<file path="config.mk">
export PLATFORM = sky130hd
export DESIGN_NAME = serial_transmitter
export DESIGN_NICKNAME = d
export VERILOG_FILES = /design/src/rtl/serial_tx_pkg.sv /design/src/rtl/tx_bit_counter.sv /design/src/rtl/serial_transmitter.sv
export SDC_FILE = /design/constraint.sdc
export NUM_CORES = 1
export LEC_CHECK = 0
export CAP_MARGIN = 30
export CORE_AREA = 2 2 57 59
export DETAILED_ROUTE_END_ITERATION = 12
export DIE_AREA = 0 0 59 61
export GPL_ROUTABILITY_DRIVEN = 1
export PLACE_DENSITY = 0.55
export SYNTH_ARGS = -nofsm -noshare
export SYNTH_HDL_FRONTEND = slang
export SYNTH_HIERARCHICAL = 1
export SYNTH_SLANG_ARGS = --single-unit
export TNS_END_PERCENT = 1
</file>
<file path="constraint.sdc">
create_clock -name clk -period 2.2 [get_ports clk]
set_input_delay 0.44 -clock clk [delete_from_list [all_inputs] [get_ports clk]]
set_output_delay 0.44 -clock clk [all_outputs]
set_load 0.02 [all_outputs]
</file>
<file path="src/rtl/serial_tx_pkg.sv">
// Shared types for the serial transmitter: FSM state encoding and the parity helper.
// SERIAL_TX_PARITY_EN adds the PARITY state to the encoding.
package serial_tx_pkg;

  typedef enum logic [1:0] {
    StIdle   = 2'd0,
    StShift  = 2'd1,
`ifdef SERIAL_TX_PARITY_EN
    StDone   = 2'd2,
    StParity = 2'd3
`else
    StDone   = 2'd2
`endif
  } tx_state_t;

  // Even parity over a zero-extended word; zero extension leaves the XOR unchanged.
  function automatic logic even_parity(input logic [31:0] word);
    return ^word;
  endfunction

endpackage

</file>
<file path="src/rtl/tx_bit_counter.sv">
// Bit counter for the serial transmitter: counts shifted bits and flags the final one.
module tx_bit_counter #(
  parameter int unsigned WIDTH = 8
) (
  input  logic                         clk,
  input  logic                         reset_n,
  input  logic                         clear,
  input  logic                         enable,
  output logic [$clog2(WIDTH+1)-1:0]   count,
  output logic                         last
);

  localparam int unsigned CntW = $clog2(WIDTH + 1);

  always_ff @(posedge clk or negedge reset_n) begin
    if (!reset_n) begin
      count <= '0;
    end else if (clear) begin
      count <= '0;
    end else if (enable) begin
      count <= count + CntW'(1);
    end
  end

  // High while the WIDTH-th bit is on the line, so its edge ends the data phase.
  assign last = (count == CntW'(WIDTH - 1));

endmodule

</file>
<file path="src/rtl/serial_transmitter.sv">
// MSB-first serial transmitter with valid/ready word intake and a one-clk txDone pulse.
// Define SERIAL_TX_PARITY_EN to append an even-parity bit after the data bits.
module serial_transmitter
  import serial_tx_pkg::*;
#(
  parameter int unsigned WIDTH = 8
) (
  input  logic             clk,
  input  logic             reset_n,
  input  logic             peripheralClkEdge,
  input  logic [WIDTH-1:0] parallelDataIn,
  input  logic             dataValid,
  output logic             dataReady,
  output logic             serialDataOut,
  output logic             busy,
  output logic             txDone
);

  localparam int unsigned CntW = $clog2(WIDTH + 1);

  tx_state_t        state_q, state_d;
  logic [WIDTH-1:0] shift_q, shift_d;
  logic [CntW-1:0]  cnt;
  logic             cnt_last;
  logic             accept;
  logic             shift_en;

  assign accept   = (state_q == StIdle) && dataValid;
  assign shift_en = (state_q == StShift) && peripheralClkEdge;

  tx_bit_counter #(
    .WIDTH (WIDTH)
  ) u_bit_counter (
    .clk     (clk),
    .reset_n (reset_n),
    .clear   (accept),
    .enable  (shift_en),
    .count   (cnt),
    .last    (cnt_last)
  );

`ifdef SERIAL_TX_PARITY_EN
  logic parity_q;

  // Parity is taken from the captured word; the shift register is zero-filled by then.
  always_ff @(posedge clk or negedge reset_n) begin
    if (!reset_n) begin
      parity_q <= 1'b0;
    end else if (accept) begin
      parity_q <= even_parity(32'(parallelDataIn));
    end
  end
`endif

  always_ff @(posedge clk or negedge reset_n) begin
    if (!reset_n) begin
      state_q <= StIdle;
      shift_q <= '0;
    end else begin
      state_q <= state_d;
      shift_q <= shift_d;
    end
  end

  always_comb begin
    state_d       = state_q;
    shift_d       = shift_q;
    dataReady     = 1'b0;
    busy          = 1'b1;
    txDone        = 1'b0;
    serialDataOut = 1'b1;
    unique case (state_q)
      StIdle: begin
        dataReady = 1'b1;
        busy      = 1'b0;
        if (dataValid) begin
          shift_d = parallelDataIn;
          state_d = StShift;
        end
      end
      StShift: begin
        serialDataOut = shift_q[WIDTH-1];
        if (peripheralClkEdge) begin
          shift_d = {shift_q[WIDTH-2:0], 1'b0};
          if (cnt_last) begin
`ifdef SERIAL_TX_PARITY_EN
            state_d = StParity;
`else
            state_d = StDone;
`endif
          end
        end
      end
`ifdef SERIAL_TX_PARITY_EN
      StParity: begin
        serialDataOut = parity_q;
        if (peripheralClkEdge) begin
          state_d = StDone;
        end
      end
`endif
      StDone: begin
        txDone  = 1'b1;
        state_d = StIdle;
      end
      default: begin
        state_d = StIdle;
      end
    endcase
  end

  // The counter never runs past WIDTH within a frame.
  assert property (@(posedge clk) disable iff (!reset_n) cnt <= CntW'(WIDTH));

endmodule

</file>
==> run_results.csv, run 1 <==
group,metric,value,unit
run_status,result_of_the_run,"completed",
critical_path,worstSetupPathType,"reg2out",
cts,worstSkewPairLatency,0.28,ns
timing,max_freq,0.503,GHz
critical_path,critical_path.endpoint_type,"output pin",
cts,cts_hold_buffers,0,
synthesis,synth.ff_latch_count,14,
timing,worst-slew-pin-transition,0.631,ns
critical_path,path_max_fanout,6,
final_layout,layout.nets,93,
final_layout,n_antenna_cell,0,
global_routing,antenna_found_initial,0,
floorplan,die_height,61,um
route,drc,0,
synthesis,postSynthNetCount,72,
cts,cts_root_buf,"sky130_fd_sc_hd__clkbuf_4",
synthesis,synthArstFlopShare,1.00,
floorplan,area_of_the_die,0.00360,mm2
timing,finalClockSkew,0.000738,ns
synthesis,syn-mean-instance-area,12.6,um2
timing,whs,0.513,ns
timing,max_slew_margin,0.578,
synthesis,netlist.area_leader.share,0.473,
global_routing,grtUsageTotal,0.0861,
synthesis,synth_enable_flop_cells,0,
cts,cts_max_path_buffers,2,
power_and_ir_drop,vdd_drop_max,0.258,mV
global_routing,grt_first_pass_wirelength,2.30,mm
placed_design,port-buffer-count,15,
route,post_drt_via_cell_ratio,4.57,
cts,cts_made_buffers,3,
route,wl_per_cell,11.7,um
synthesis,most_common_flop_cell_mapped_by_yosys,"sky130_fd_sc_hd__dfrtp_1",
route,routed-via-count,512,
synthesis,synth_sequential_area_ratio,0.473,
route,antenna_violating_nets_post_route,0,
placed_design,hpwlAfterDp,1.02,mm
cts,cts_tree,"done",
placed_design,finalWeightedCongestion,0.733,
final_layout,multiInputGateArea,368,um2
synthesis,synthTopCellsByArea,"sky130_fd_sc_hd__dfrtp_1 47%, sky130_fd_sc_hd__mux2_4 18%, sky130_fd_sc_hd__mux2_2 9.1%, sky130_fd_sc_hd__nor2_1 4.1%, sky130_fd_sc_hd__mux2i_1 2.7%",
critical_path,reg2reg_setup_slack,0.68,ns
synthesis,synthesis.yosys.warnings,6,
route,finalWirelength,1.31,mm
final_layout,utilization,0.330,
timing,timing.final.hold_violations,0,
placed_design,place.detailed.instances,108,
critical_path,start_kind,"flop",
final_layout,post_route_cells_drive_above_1_share,0.316,
synthesis,count_of_unique_library_cells_instantiated_by_yosys,22,
timing,grt_setup_unrepaired,"false",
cts,path_clk_slew,0.09,ns
cts,clock_sink_count,14,
synthesis,netlist_area,741,um2
timing,period_needed,1.99,ns
synthesis,synthCells,59,
critical_path,crit_arrival,1.55,ns
power_and_ir_drop,post-layout-total-power,1240,uW
floorplan,rows,20,
floorplan,die_w,59,um
synthesis,synth_commonest_cells,"14 x sky130_fd_sc_hd__dfrtp_1, 9 x sky130_fd_sc_hd__mux2_4, 8 x sky130_fd_sc_hd__nor2_1",
final_layout,synth_to_final_area_change,31.6,%
timing,final-setup-viol-count,0,
floorplan,initial_core_util,0.251,
route,drt-initial-drc-count,20,
route,detail_route.first_pass.iterations,2,
power_and_ir_drop,leakagePower,0.000461,uW
global_routing,overflow,0,
job,cap_viol_max_count,0,
final_layout,register_area,350,um2
synthesis,synth_area_leader_cell,"sky130_fd_sc_hd__dfrtp_1",
synthesis,post-synth-top-count-cell,"sky130_fd_sc_hd__dfrtp_1",
timing,post-route-period-util,0.904,
cts,htree_levels,1,
timing,setup_total_negative_slack,0,ns
floorplan,fp.coreArea,0.00295,mm2
final_layout,filler_cell_count,319,
timing,timing_max_transition_violations_final,0,
global_routing,grt_start_max_net_pins,15,
final_layout,final_cells,112,
floorplan,top_level_ports,16,
power_and_ir_drop,p_per_area,1280,mW/mm2
critical_path,cp.required,1.76,ns
global_routing,first_global_vias,535,
min_path,worst_hold_path_type,"reg2reg",
## flip-flops by register name, indices dropped and copies added, names as in the netlist
signal / cells
state_q: 2
shift_q: 8
u_bit_counter/count: 4
## through the flow
stage | setup WS, ns | instance area, um2
floorplan | 0.666 | 741
detailed placement | 0.261 | 936
global route | 0.110 | 975
global placement | 0.282 | 936
CTS | 0.0391 | 972
finish | 0.212 | 975
## worst paths after layout
path	start	to	depth (start not counted)
min in group asynchronous	reset_n	shift_q[7]	1
max reg2reg	state_q[1]	u_bit_counter/count[3]	5
max	state_q[0]	txDone	2
min	shift_q[3]	shift_q[3]	1
min reg2reg	shift_q[3]	shift_q[3]	1
max in group asynchronous	reset_n	state_q[0]	1
## critical path: stages, from the launching register on
cell                              delay [ns]
sky130_fd_sc_hd__dfrtp_1                0.45
sky130_fd_sc_hd__and2b_2                0.23
sky130_fd_sc_hd__clkdlybuf4s50_1        0.59
## placed cells by master, fill, tap and decap left out
| cell | n |
|---|---|
| sky130_fd_sc_hd__clkdlybuf4s50_1 | 14 |
| sky130_fd_sc_hd__dfrtp_1 | 14 |
| sky130_fd_sc_hd__mux2_4 | 9 |
| sky130_fd_sc_hd__nor2_1 | 8 |
| sky130_fd_sc_hd__mux2_2 | 6 |
| sky130_fd_sc_hd__inv_1 | 3 |
| sky130_fd_sc_hd__clkbuf_4 | 3 |
| sky130_fd_sc_hd__mux2i_1 | 2 |
| sky130_fd_sc_hd__nand2_1 | 2 |
| sky130_fd_sc_hd__buf_4 | 2 |
| sky130_fd_sc_hd__nand2b_1 | 1 |
| sky130_fd_sc_hd__and2b_2 | 1 |
| sky130_fd_sc_hd__or2_2 | 1 |
| sky130_fd_sc_hd__and2_1 | 1 |
| sky130_fd_sc_hd__nor2_2 | 1 |
| sky130_fd_sc_hd__o2bb2ai_1 | 1 |
| sky130_fd_sc_hd__a311oi_1 | 1 |
| sky130_fd_sc_hd__clkbuf_8 | 1 |
| sky130_fd_sc_hd__dlymetal6s2s_1 | 1 |
| sky130_fd_sc_hd__nor2b_1 | 1 |
| sky130_fd_sc_hd__nand4_1 | 1 |
| sky130_fd_sc_hd__xnor2_1 | 1 |
| sky130_fd_sc_hd__a21bo_2 | 1 |
| sky130_fd_sc_hd__nand3b_1 | 1 |
| sky130_fd_sc_hd__a21oi_1 | 1 |
| sky130_fd_sc_hd__ha_1 | 1 |
## layout make-up
class,instances,area share
sequential,14,0.359
clock buffer,4,0.0372
tap,33,0.0424
timing repair buffer,17,0.172
multi-input combinational,41,0.377
inverter,3,0.0116
## per-layer routing
metal,global-route usage,vias up,wire [um]
li1,-,242,-
met1,0.101,256,550
met2,0.146,12,693
met3,0.0320,2,62
met4,0.0292,0,4
met5,0,-,0
## what timing repair did
item / CTS / global route
resized for setup: 0 / 1
endpoints found under the setup margin: 0 / 1
buffers inserted: 0 / 0
## kinds of logic (layout without fill, tap and decap cells)
family                   count (synthesis)  after routing  share of synthesized area
XOR/XNOR                                 1              1                     0.0118
flip-flops                              14             14                      0.473
adder cells (fa/ha/maj)                  1              1                     0.0169
buffers and inverters                    4             24                     0.0304
multiplexers                            17             17                      0.301
AND/OR/NAND/NOR                         18             18                      0.123
AO/OA/AOI/OAI                            4              4                     0.0439
## power by group
group,switching (uW),internal [uW]
clock network,86.2,101
registers,71.6,357
logic,245,382
total,402,841
No activity file was read; power rests on OpenSTA's default activity.
==> run 2: changes to the inputs <==
--- a/config.mk
+++ b/config.mk
@@ -7,6 +7,7 @@
 export LEC_CHECK = 0
 export CAP_MARGIN = 30
 export CORE_AREA = 2 2 57 59
+export CTS_BUF_LIST = sky130_fd_sc_hd__clkbuf_16
 export DETAILED_ROUTE_END_ITERATION = 12
 export DIE_AREA = 0 0 59 61
 export GPL_ROUTABILITY_DRIVEN = 1
==> run_results.csv, run 2 (synthesized netlist as in run 1, its figures left out) <==
group,metric,value,unit
cts,cts_hold_buffers,0,
floorplan,top_level_ports,16,
final_layout,utilization,0.344,
critical_path,critical_path.endpoint_type,"output pin",
floorplan,die_w,59,um
timing,timing.final.hold_violations,0,
critical_path,path_max_fanout,5,
timing,finalClockSkew,0.000776,ns
power_and_ir_drop,vdd_drop_max,0.329,mV
final_layout,synth_to_final_area_change,37.0,%
power_and_ir_drop,comb_power_share,0.449,
critical_path,crit_arrival,1.65,ns
cts,worstSkewPairLatency,0.24,ns
final_layout,largest_register_by_flop_count,"shift_q",
cts,post-cts-setup-buffers,0,
final_layout,final_common_cell,"sky130_fd_sc_hd__clkdlybuf4s50_1",
final_layout,final_cells,112,
floorplan,area_of_the_die,0.00360,mm2
global_routing,antenna_found_initial,0,
final_layout,reg_top3,"shift_q x8, u_bit_counter/count x4, state_q x2",
timing,post-route-period-util,0.951,
timing,timing_max_transition_violations_final,0,
route,finalWirelength,1.37,mm
run_status,result_of_the_run,"completed",
timing,worst-slew-pin-transition,0.635,ns
floorplan,die_height,61,um
final_layout,layout.nets,93,
cts,cts_made_buffers,3,
route,routed-via-count,506,
power_and_ir_drop,p_int,985,uW
timing,period_needed,2.09,ns
placed_design,finalWeightedCongestion,0.733,
floorplan,initial_core_util,0.251,
route,drt-initial-drc-count,18,
timing,max_slew_margin,0.576,
floorplan,rows,20,
power_and_ir_drop,leakagePower,0.000467,uW
route,drc,0,
placed_design,port-buffer-count,15,
cts,htree_levels,1,
timing,max_freq,0.478,GHz
route,wl_per_cell,12.2,um
placed_design,place.detailed.instances,108,
power_and_ir_drop,clkPwrFrac,0.243,
cts,cts_tree,"done",
floorplan,fp.coreArea,0.00295,mm2
min_path,worst_hold_path_type,"reg2reg",
power_and_ir_drop,p_switching,422,uW
placed_design,hpwlAfterDp,1.02,mm
cts,cts_root_buf,"sky130_fd_sc_hd__clkbuf_16",
cts,cts_repair_resize_count,0,
route,detail_route.first_pass.iterations,2,
cts,clock_sink_count,14,
route,antenna_violating_nets_post_route,0,
critical_path,max_stage_delay,0.54,ns
critical_path,worst_path_cell_with_the_longest_stage_delay,"sky130_fd_sc_hd__clkdlybuf4s50_1",
critical_path,worstSetupPathType,"reg2out",
timing,setup_total_negative_slack,0,ns
timing,final-setup-viol-count,0,
final_layout,most-common-layout-cells,"15 x sky130_fd_sc_hd__clkdlybuf4s50_1, 14 x sky130_fd_sc_hd__dfrtp_1, 9 x sky130_fd_sc_hd__mux2_4",
global_routing,first_global_vias,536,
timing,grt_setup_unrepaired,"false",
global_routing,grtUsageTotal,0.0892,
global_routing,overflow,0,
final_layout,largest_register_ffs,8,
route,post_drt_via_cell_ratio,4.52,
critical_path,start_kind,"flop",
cts,path_clk_slew,0.05,ns
power_and_ir_drop,post-layout-total-power,1410,uW
global_routing,grt_start_max_net_pins,15,
final_layout,post_route_cells_drive_above_1_share,0.304,
global_routing,grt_first_pass_wirelength,2.36,mm
final_layout,n_antenna_cell,0,
job,cap_viol_max_count,0,
power_and_ir_drop,swShare,0.300,
power_and_ir_drop,p_per_area,1390,mW/mm2
critical_path,timing.critical_path.cells,"nand2b_1 -> or2_2 -> clkdlybuf4s50_1",
cts,cts_max_path_buffers,2,
power_and_ir_drop,sequential_share_of_power,0.308,
critical_path,cp.required,1.76,ns
==> run 2: changes by cell type in the layout (fill, tap and decap cells not counted), sizes merged <==
cell,delta
clkinv,+1
clkbuf,-1
clkdlybuf4s50,+1
dlymetal6s2s,-1
==> run 2: power by group through the flow <==
stage	registers, uW	logic [uW]	clock network (uW)
global route	453	687	369
floorplan	415	495	0
finish	433	632	341
detailed placement	435	640	0
global placement	429	625	0
CTS	434	643	355
==> run 2: final timing paths <==
kind | start | to | slack, ns | cells past startpoint
worst max-delay path | state_q[1] | serialDataOut | 0.11 | 3
worst min-delay path | shift_q[3] | shift_q[3] | 0.50 | 1
worst max register to register | state_q[1] | u_bit_counter/count[3] | 0.68 | 5
worst min register to register | shift_q[3] | shift_q[3] | 0.50 | 1
max in group asynchronous | reset_n | state_q[0] | 1.20 | 1
min in group asynchronous | reset_n | shift_q[7] | 0.60 | 1
==> run 2: critical path, delay by kind of cell (launching register included) <==
| family | cells | cell delay [ns] |
|---|---|---|
| AND/OR/NAND/NOR | 2 | 0.45 |
| buffers and inverters | 1 | 0.54 |
| flip-flops | 1 | 0.42 |
==> run 2: metal layers <==
| metal | up-vias | wire length [um] | track usage |
|---|---|---|---|
| li1 | 242 | - | - |
| met1 | 253 | 576 | 0.102 |
| met2 | 11 | 735 | 0.151 |
| met3 | 0 | 57 | 0.0320 |
| met4 | 0 | 0 | 0.0390 |
| met5 | - | 0 | 0 |
==> run 2: final cells by class <==
cell class / count / area (um2)
Timing Repair Buffer: 17 / 165
Sequential cell: 14 / 350
Inverter: 3 / 11.3
Tap cell: 33 / 41.3
Clock inverter: 1 / 3.75
Multi-Input combinational cell: 41 / 368
Clock buffer: 3 / 75.1
Fill cell: 314 / 1940
==> run 2: stage by stage <==
| stage | setup slack (ns) | hold WS [ns] | cell area [um2] |
|---|---|---|---|
| 6_report | 0.107 | 0.504 | 1010 |
| 5_1_grt | 0.0249 | 0.526 | 1010 |
| 4_1_cts | 0.0931 | 0.511 | 1010 |
| 3_5_place_dp | 0.261 | 0.500 | 936 |
| 3_3_place_gp | 0.282 | 0.493 | 936 |
| 2_1_floorplan | 0.666 | 0.144 | 741 |
==> run 3: changes to the inputs <==
--- a/config.mk
+++ b/config.mk
@@ -12,6 +12,7 @@
 export DIE_AREA = 0 0 59 61
 export GPL_ROUTABILITY_DRIVEN = 1
 export PLACE_DENSITY = 0.55
+export SKIP_LAST_GASP = 1
 export SYNTH_ARGS = -nofsm -noshare
 export SYNTH_HDL_FRONTEND = slang
 export SYNTH_HIERARCHICAL = 1
==> constraint.sdc (replaced) <==
create_clock -name clk -period 2.2 [get_ports clk]
set_input_delay 0.33 -clock clk [delete_from_list [all_inputs] [get_ports clk]]
set_output_delay 0.33 -clock clk [all_outputs]
set_load 0.02 [all_outputs]
==> run_results.csv, run 3 (synthesized netlist as in run 1, its figures left out) <==
group,metric,value,unit
timing,timing.final.hold_violations,0,
global_routing,global_route.usage.met1,0.0996,
placed_design,finalWeightedCongestion,0.733,
final_layout,final_common_cell,"sky130_fd_sc_hd__clkdlybuf4s50_1",
floorplan,top_level_ports,16,
global_routing,grtUsageTotal,0.0826,
cts,cts_tree,"done",
route,antenna_violating_nets_post_route,0,
cts,cts_root_buf,"sky130_fd_sc_hd__clkbuf_16",
final_layout,final_cells,112,
timing,worst-slew-pin-transition,0.631,ns
critical_path,start_kind,"flop",
global_routing,grt_first_pass_wirelength,2.21,mm
floorplan,fp.coreArea,0.00295,mm2
route,drt-initial-drc-count,33,
floorplan,die_height,61,um
route,drc,0,
final_layout,post_route_cells_drive_above_1_share,0.304,
cts,htree_levels,1,
floorplan,rows,20,
critical_path,rr_worst_depth,5,
final_layout,n_antenna_cell,0,
critical_path,path_max_fanout,5,
global_routing,first_global_vias,523,
critical_path,critical_path.endpoint_type,"output pin",
route,post_drt_via_cell_ratio,4.42,
cts,post-cts-setup-buffers,0,
timing,max_slew_margin,0.578,
critical_path,timing.critical_path.cells,"nand2b_1 -> or2_2 -> clkdlybuf4s50_1",
cts,clock_sink_count,14,
cts,cts_hold_buffers,0,
global_routing,antenna_found_initial,0,
global_routing,overflow,0,
global_routing,gr-usage-met3,0.0320,
critical_path,critPathBufInv,1,
power_and_ir_drop,vdd_drop_max,0.424,mV
cts,cts_repair_resize_count,0,
timing,finalClockSkew,0.00136,ns
final_layout,largest_register_ffs,8,
power_and_ir_drop,p_per_area,1380,mW/mm2
cts,cts_made_buffers,3,
run_status,result_of_the_run,"completed",
timing,max_freq,0.508,GHz
job,cap_viol_max_count,0,
critical_path,worst_path_cell_with_the_longest_stage_delay,"sky130_fd_sc_hd__clkdlybuf4s50_1",
global_routing,globalRouteMet2Util,0.135,
final_layout,filler_cell_count,310,
global_routing,grt_start_max_net_pins,15,
critical_path,max_stage_delay,0.54,ns
critical_path,critPathTopFamily,"buffers and inverters",
cts,cts_max_path_buffers,2,
global_routing,grt_most_used_layer,"met2",
final_layout,largest_register_by_flop_count,"shift_q",
critical_path,worstSetupPathType,"reg2out",
min_path,worst_hold_path_type,"in2async",
timing,final-setup-viol-count,0,
timing,grt_setup_unrepaired,"false",
placed_design,place.detailed.instances,108,
route,detail_route.first_pass.iterations,3,
final_layout,synth_to_final_area_change,37.0,%
critical_path,cp.required,1.87,ns
final_layout,most-common-layout-cells,"15 x sky130_fd_sc_hd__clkdlybuf4s50_1, 14 x sky130_fd_sc_hd__dfrtp_1, 9 x sky130_fd_sc_hd__mux2_4",
floorplan,die_w,59,um
power_and_ir_drop,leakagePower,0.000467,uW
final_layout,layout.nets,93,
cts,path_clk_slew,0.05,ns
route,finalWirelength,1.28,mm
timing,timing_max_transition_violations_final,0,
route,wl_per_cell,11.4,um
floorplan,area_of_the_die,0.00360,mm2
timing,setup_total_negative_slack,0,ns
final_layout,reg_top3,"shift_q x8, u_bit_counter/count x4, state_q x2",
timing,period_needed,1.97,ns
placed_design,port-buffer-count,15,
floorplan,initial_core_util,0.251,
critical_path,crit_arrival,1.64,ns
route,routed-via-count,495,
placed_design,hpwlAfterDp,980,um
critical_path,worst-path-stages,3,
cts,worstSkewPairLatency,0.24,ns
timing,post-route-period-util,0.895,
==> run 3: area by class of cell <==
type                       count  area (um2)  share of cell area
timing repair buffer          17         165               0.163
sequential                    14         350               0.345
tap                           33        41.3              0.0407
clock buffer                   3        75.1              0.0740
clock inverter                 1        3.75             0.00370
inverter                       3        11.3              0.0111
multi-input combinational     41         368               0.363
==> run 3: per-stage QoR <==
step	hold slack (ns)	setup WS, ns	power (uW)	area, um2	utilization
2_1_floorplan	0.0344	0.666	910	741	-
3_3_place_gp	0.493	0.392	1050	936	0.317
3_5_place_dp	0.500	0.367	1070	936	0.317
4_1_cts	0.508	0.214	1420	1010	0.344
5_1_grt	0.526	0.145	1510	1010	0.344
6_report	0.485	0.231	1400	1010	0.344
==> run 3: final timing paths <==
check,startpoint,to,slack [ns]
max,state_q[1],serialDataOut,0.23
min,reset_n,shift_q[7],0.48
max reg2reg,state_q[1],u_bit_counter/count[3],0.69
min reg2reg,shift_q[3],shift_q[3],0.50
max in group asynchronous,reset_n,shift_q[3],1.31
min in group clk,shift_q[3],shift_q[3],0.50
==> run 3: report_power, final <==
part / switching (uW) / total (uW) / internal (uW)
sequential: 70.2 / 429 / 359
combinational: 244 / 630 / 386
clock: 102 / 342 / 240
total: 416 / 1400 / 985
==> run 3: per-layer routing <==
metal  vias up  wire (um)
met2        11        635
met1       243        586
met5         -          0
met3         0         53
li1        241          -
met4         0          0
==> RTL edit 1: new RTL, flow settings as in run 2 <==
Encoding of `tx_state_t`: now one-hot (3 bits for 3 states).
--- a/src/rtl/serial_tx_pkg.sv
+++ b/src/rtl/serial_tx_pkg.sv
@@ -2,14 +2,14 @@
 // SERIAL_TX_PARITY_EN adds the PARITY state to the encoding.
 package serial_tx_pkg;
 
-  typedef enum logic [1:0] {
-    StIdle   = 2'd0,
-    StShift  = 2'd1,
+  typedef enum logic [2:0] {
+    StIdle   = 3'b001,
+    StShift  = 3'b010,
 `ifdef SERIAL_TX_PARITY_EN
     StDone   = 2'd2,
     StParity = 2'd3
 `else
-    StDone   = 2'd2
+    StDone   = 3'b100
 `endif
   } tx_state_t;
 
Behaviour: no difference found for any inputs over 10 cycles, from zero or initial values and one cycle with reset_n low; not proved beyond that.
==> RTL edit 1 against run 2 <==
- count of clock-buffer cells in the layout stayed put
- sequential cell count is 1 higher
- worst setup slack gained 46 ps
- sequential power rose by 5.1%
- synthesized area is 3.0% higher
- critical path depth did not move
- final area rose by 2.7%
- utilization grew 0.93 points
- total power decreased by 11%
- wire length is 1.4% lower
==> RTL edit 1: results (changes against run 2) <==
metric,value,unit,change
R2R Path Start,state_q[2],,
ClkCell Share,7.683,%,-0.085 points
Worst Min Path Start,shift_q[5],,
met2 WL,605,um,-18%
post-detail-place hpwl,947.1,um,-7.1%
vias,511,,+0.99%
inverters,1,,-2
Largest regs,"shift_q x8, u_bit_counter/count x4, state_q x3",,
NonClk Buf Share,15.73,%,-0.55 points
"Area growth, synth to finish",36.56,%,
placed cell area,958.4,um2,+2.4%
M2 GR Usage,14.44,%,-0.63 points
Psw,0.3627,mW,-14%
Worst Path Max Fanout,6,,+1
status,"finished, final reports clean",,
share of layout cells above drive strength 1,33.33,%,+3.0 points
pin count of the biggest net entering global routing,16,,+1
uppermost layer routed,met4,,
Syn Area/Cell,12.51,um2,-0.34%
crit path from,state_q[0],,
multi-input combinational cell count,44,,+7.3%
post-synthesis register bit count,15,,+1
Synth top cells by count,"mux2_2, dfrtp_1, nor2_1",,
grt met3 use,1.493,%,-1.7 points
DRT iter0 DRCs,6,,-12
Placer Congestion,0.8066,,+10%
sequential area share after synthesis,49.34,%,+2.0 points
M1 wire length,652,um,+13%
met3 WL,64,um,+12%
clk_skew,2.358,ps,+1.582 ps
Rel. slew slack,56.21,%,-1.4 points
CP max stage delay,570,ps,+30 ps
Syn Nets,74,,+2.8%
Clock power frac,27.7,%,+3.4 points
Filler Cell Count,312,,-0.64%
Total GRT Usage,9.172,%,+0.25 points
first-pass iteration count of the detailed router,4,,+2
==> RTL edit 1: timing repair <==
action	4_1_cts	5_1_grt
endpoints found under the setup margin	1	1
gates resized for setup	1	1
hold buffers	0	0
==> RTL edit 1: worst paths after layout <==
| check | endpoint | slack [ps] | cells past startpoint |
|---|---|---|---|
| max in group asynchronous | u_bit_counter/count[3] | 1180 | 1 |
| setup / recovery | busy | 150 | 3 |
| hold / removal | shift_q[5] | 500 | 1 |
| hold reg to reg | shift_q[5] | 500 | 1 |
| min in group asynchronous | shift_q[2] | 600 | 1 |
| setup reg to reg | u_bit_counter/count[3] | 470 | 5 |
==> RTL edit 1: logic make-up (layout without fill, tap and decap cells) <==
| family | Yosys count | in the layout | share of synthesized area, % |
|---|---|---|---|
| adders and majority gates | 1 | 1 | 1.639 |
| DFF | 15 | 15 | 49.35 |
| xor gates and xnor gates | 1 | 1 | 1.148 |
| buffers and inverters | 2 | 22 | 1.967 |
| and+or+nand+nor | 21 | 21 | 16.72 |
| muxes | 17 | 17 | 25.41 |
| AOI/OAI and AO/OA | 4 | 4 | 3.771 |
==> RTL edit 1: stage by stage <==
step	hold WS [ps]	std cells	worst slack (ps)	utilization (%)	total power, mW
after floorplan	144.4	61	282.8	-	0.7693
after global placement	483.9	110	286.0	32.46	0.9049
after detailed placement	494.2	110	221.2	32.46	0.9227
after CTS	505.0	114	35.72	35.13	1.266
after global routing	513.5	114	55.59	35.30	1.344
final	501.1	114	153.3	35.30	1.258
==> RTL edit 1: critical path: cells and delay by family (launching register included) <==
| kind | cells | cell delay, ps |
|---|---|---|
| buf+inv | 2 | 580 |
| flops | 1 | 570 |
| simple gates | 1 | 220 |
==> RTL edit 2: new RTL, flow settings as in run 2 <==
Without the edit above. Add a define of `SERIAL_TX_PARITY_EN`.
--- a/src/rtl/serial_tx_pkg.sv
+++ b/src/rtl/serial_tx_pkg.sv
@@ -1,5 +1,7 @@
 // Shared types for the serial transmitter: FSM state encoding and the parity helper.
 // SERIAL_TX_PARITY_EN adds the PARITY state to the encoding.
+`define SERIAL_TX_PARITY_EN
+
 package serial_tx_pkg;
 
   typedef enum logic [1:0] {
Function: changed (Yosys sat finds a counterexample within 10 cycles, from zero or initial values and one cycle with reset_n low).
==> RTL edit 2 against run 2 <==
- final area grew 4.6%
- cell count grew 13%
- register-to-register slack lost 160 ps
- count of clock-buffer cells in the layout is the same
- critical path depth is the same
- clock skew grew 1.5 ps
- synthesized area grew 11%
- total power grew 1.3%
- wire length grew 7.5%
- sequential cell count grew 1
- worst setup slack gained 110 ps
- critical path type unchanged
- largest power group unchanged
==> RTL edit 2: results (changes against run 2) <==
metric,value,unit,change
met2 WL,693,um,-5.7%
status,"finished, final reports clean",,
hold_ws,472.8,ps,-30.77 ps
drt via density,4.638,,+2.7%
wire per inst,11.59,um,-5.2%
Total GRT Usage,9.634,%,+0.71 points
Area contributors post-synth,"dfrtp_1, mux2i_1, xnor2_1",,
DRT iter0 DRCs,8,,-10
Rel. slew slack,52.70,%,-4.9 points
vias,589,,+16%
Worst Path Max Fanout,7,,+2
share of layout cells above drive strength 1,11.70,%,-19 points
"Data arrival, critical path",1550,ps,-100 ps
M2 GR Usage,15.24,%,+0.16 points
Synth top cells by count,"dfrtp_1, mux2i_1, nand2_1",,
Filler Cell Count,314,,unchanged
Syn Area/Cell,10.57,um2,-16%
clk_skew,2.229,ps,+1.453 ps
Syn Nets,91,,+26%
first-pass GRT wire length,2546,um,+7.9%
# nets final,108,,+16%
placed instance count,123,,+14%
hold path cells,2,,+1
post-detail-place hpwl,1163,um,+14%
global routing usage on met1,12.55,%,+2.3 points
worst hold path endpoint,shift_q[7],,
pin count of the biggest net entering global routing,16,,+1
vias in the first global route,547,,+2.1%
placed cell area,982.2,um2,+4.9%
flop2flop setup slack,520,ps,-160 ps
M1 wire length,698,um,+21%
grt met3 use,3.838,%,+0.64 points
Post-Place Setup Slack,333.9,ps,+72.61 ps
Num CTS Buffers,3,,unchanged
peak supply drop,0.4377,mV,+33%
"Area growth, synth to finish",28.68,%,
met3 WL,72,um,+26%
uppermost layer routed,met4,,
CTS HTree Levels,1,,unchanged
CP Capture Point,serialDataOut,,
sequential area share after synthesis,45.52,%,-1.8 points
Worst Min Path Start,shift_q[7],,
R2R Path Start,state_q[0],,
Leak,0.4877,nW,+4.4%
RTL edit 2: cell families (layout without fill, tap and decap cells):
logic type	Yosys count	in the layout	synth area share [%]
flops	15	15	45.52
mux	11	11	13.96
fa+ha+maj	1	1	1.517
compound gates	13	13	10.62
simple gates	25	25	14.87
xor+xnor	8	8	8.498
buf+inv	5	21	5.008
RTL edit 2: power by group through the flow:
| stage | clock (mW) | combinational, mW | sequential (mW) |
|---|---|---|---|
| after floorplan | 0 | 0.525 | 0.454 |
| after global placement | 0 | 0.594 | 0.487 |
| after detailed placement | 0 | 0.609 | 0.491 |
| after CTS | 0.356 | 0.609 | 0.488 |
| after global routing | 0.367 | 0.664 | 0.505 |
| final | 0.346 | 0.594 | 0.485 |
RTL edit 2: final cells by class:
type / instances / share of cell area (%)
Inverter: 2 / 0.7075
Tap cell: 33 / 3.892
Multi-Input combinational cell: 58 / 38.44
Timing Repair Buffer: 15 / 14.15
Clock inverter: 1 / 0.3538
Clock buffer: 3 / 7.075
Sequential cell: 15 / 35.38
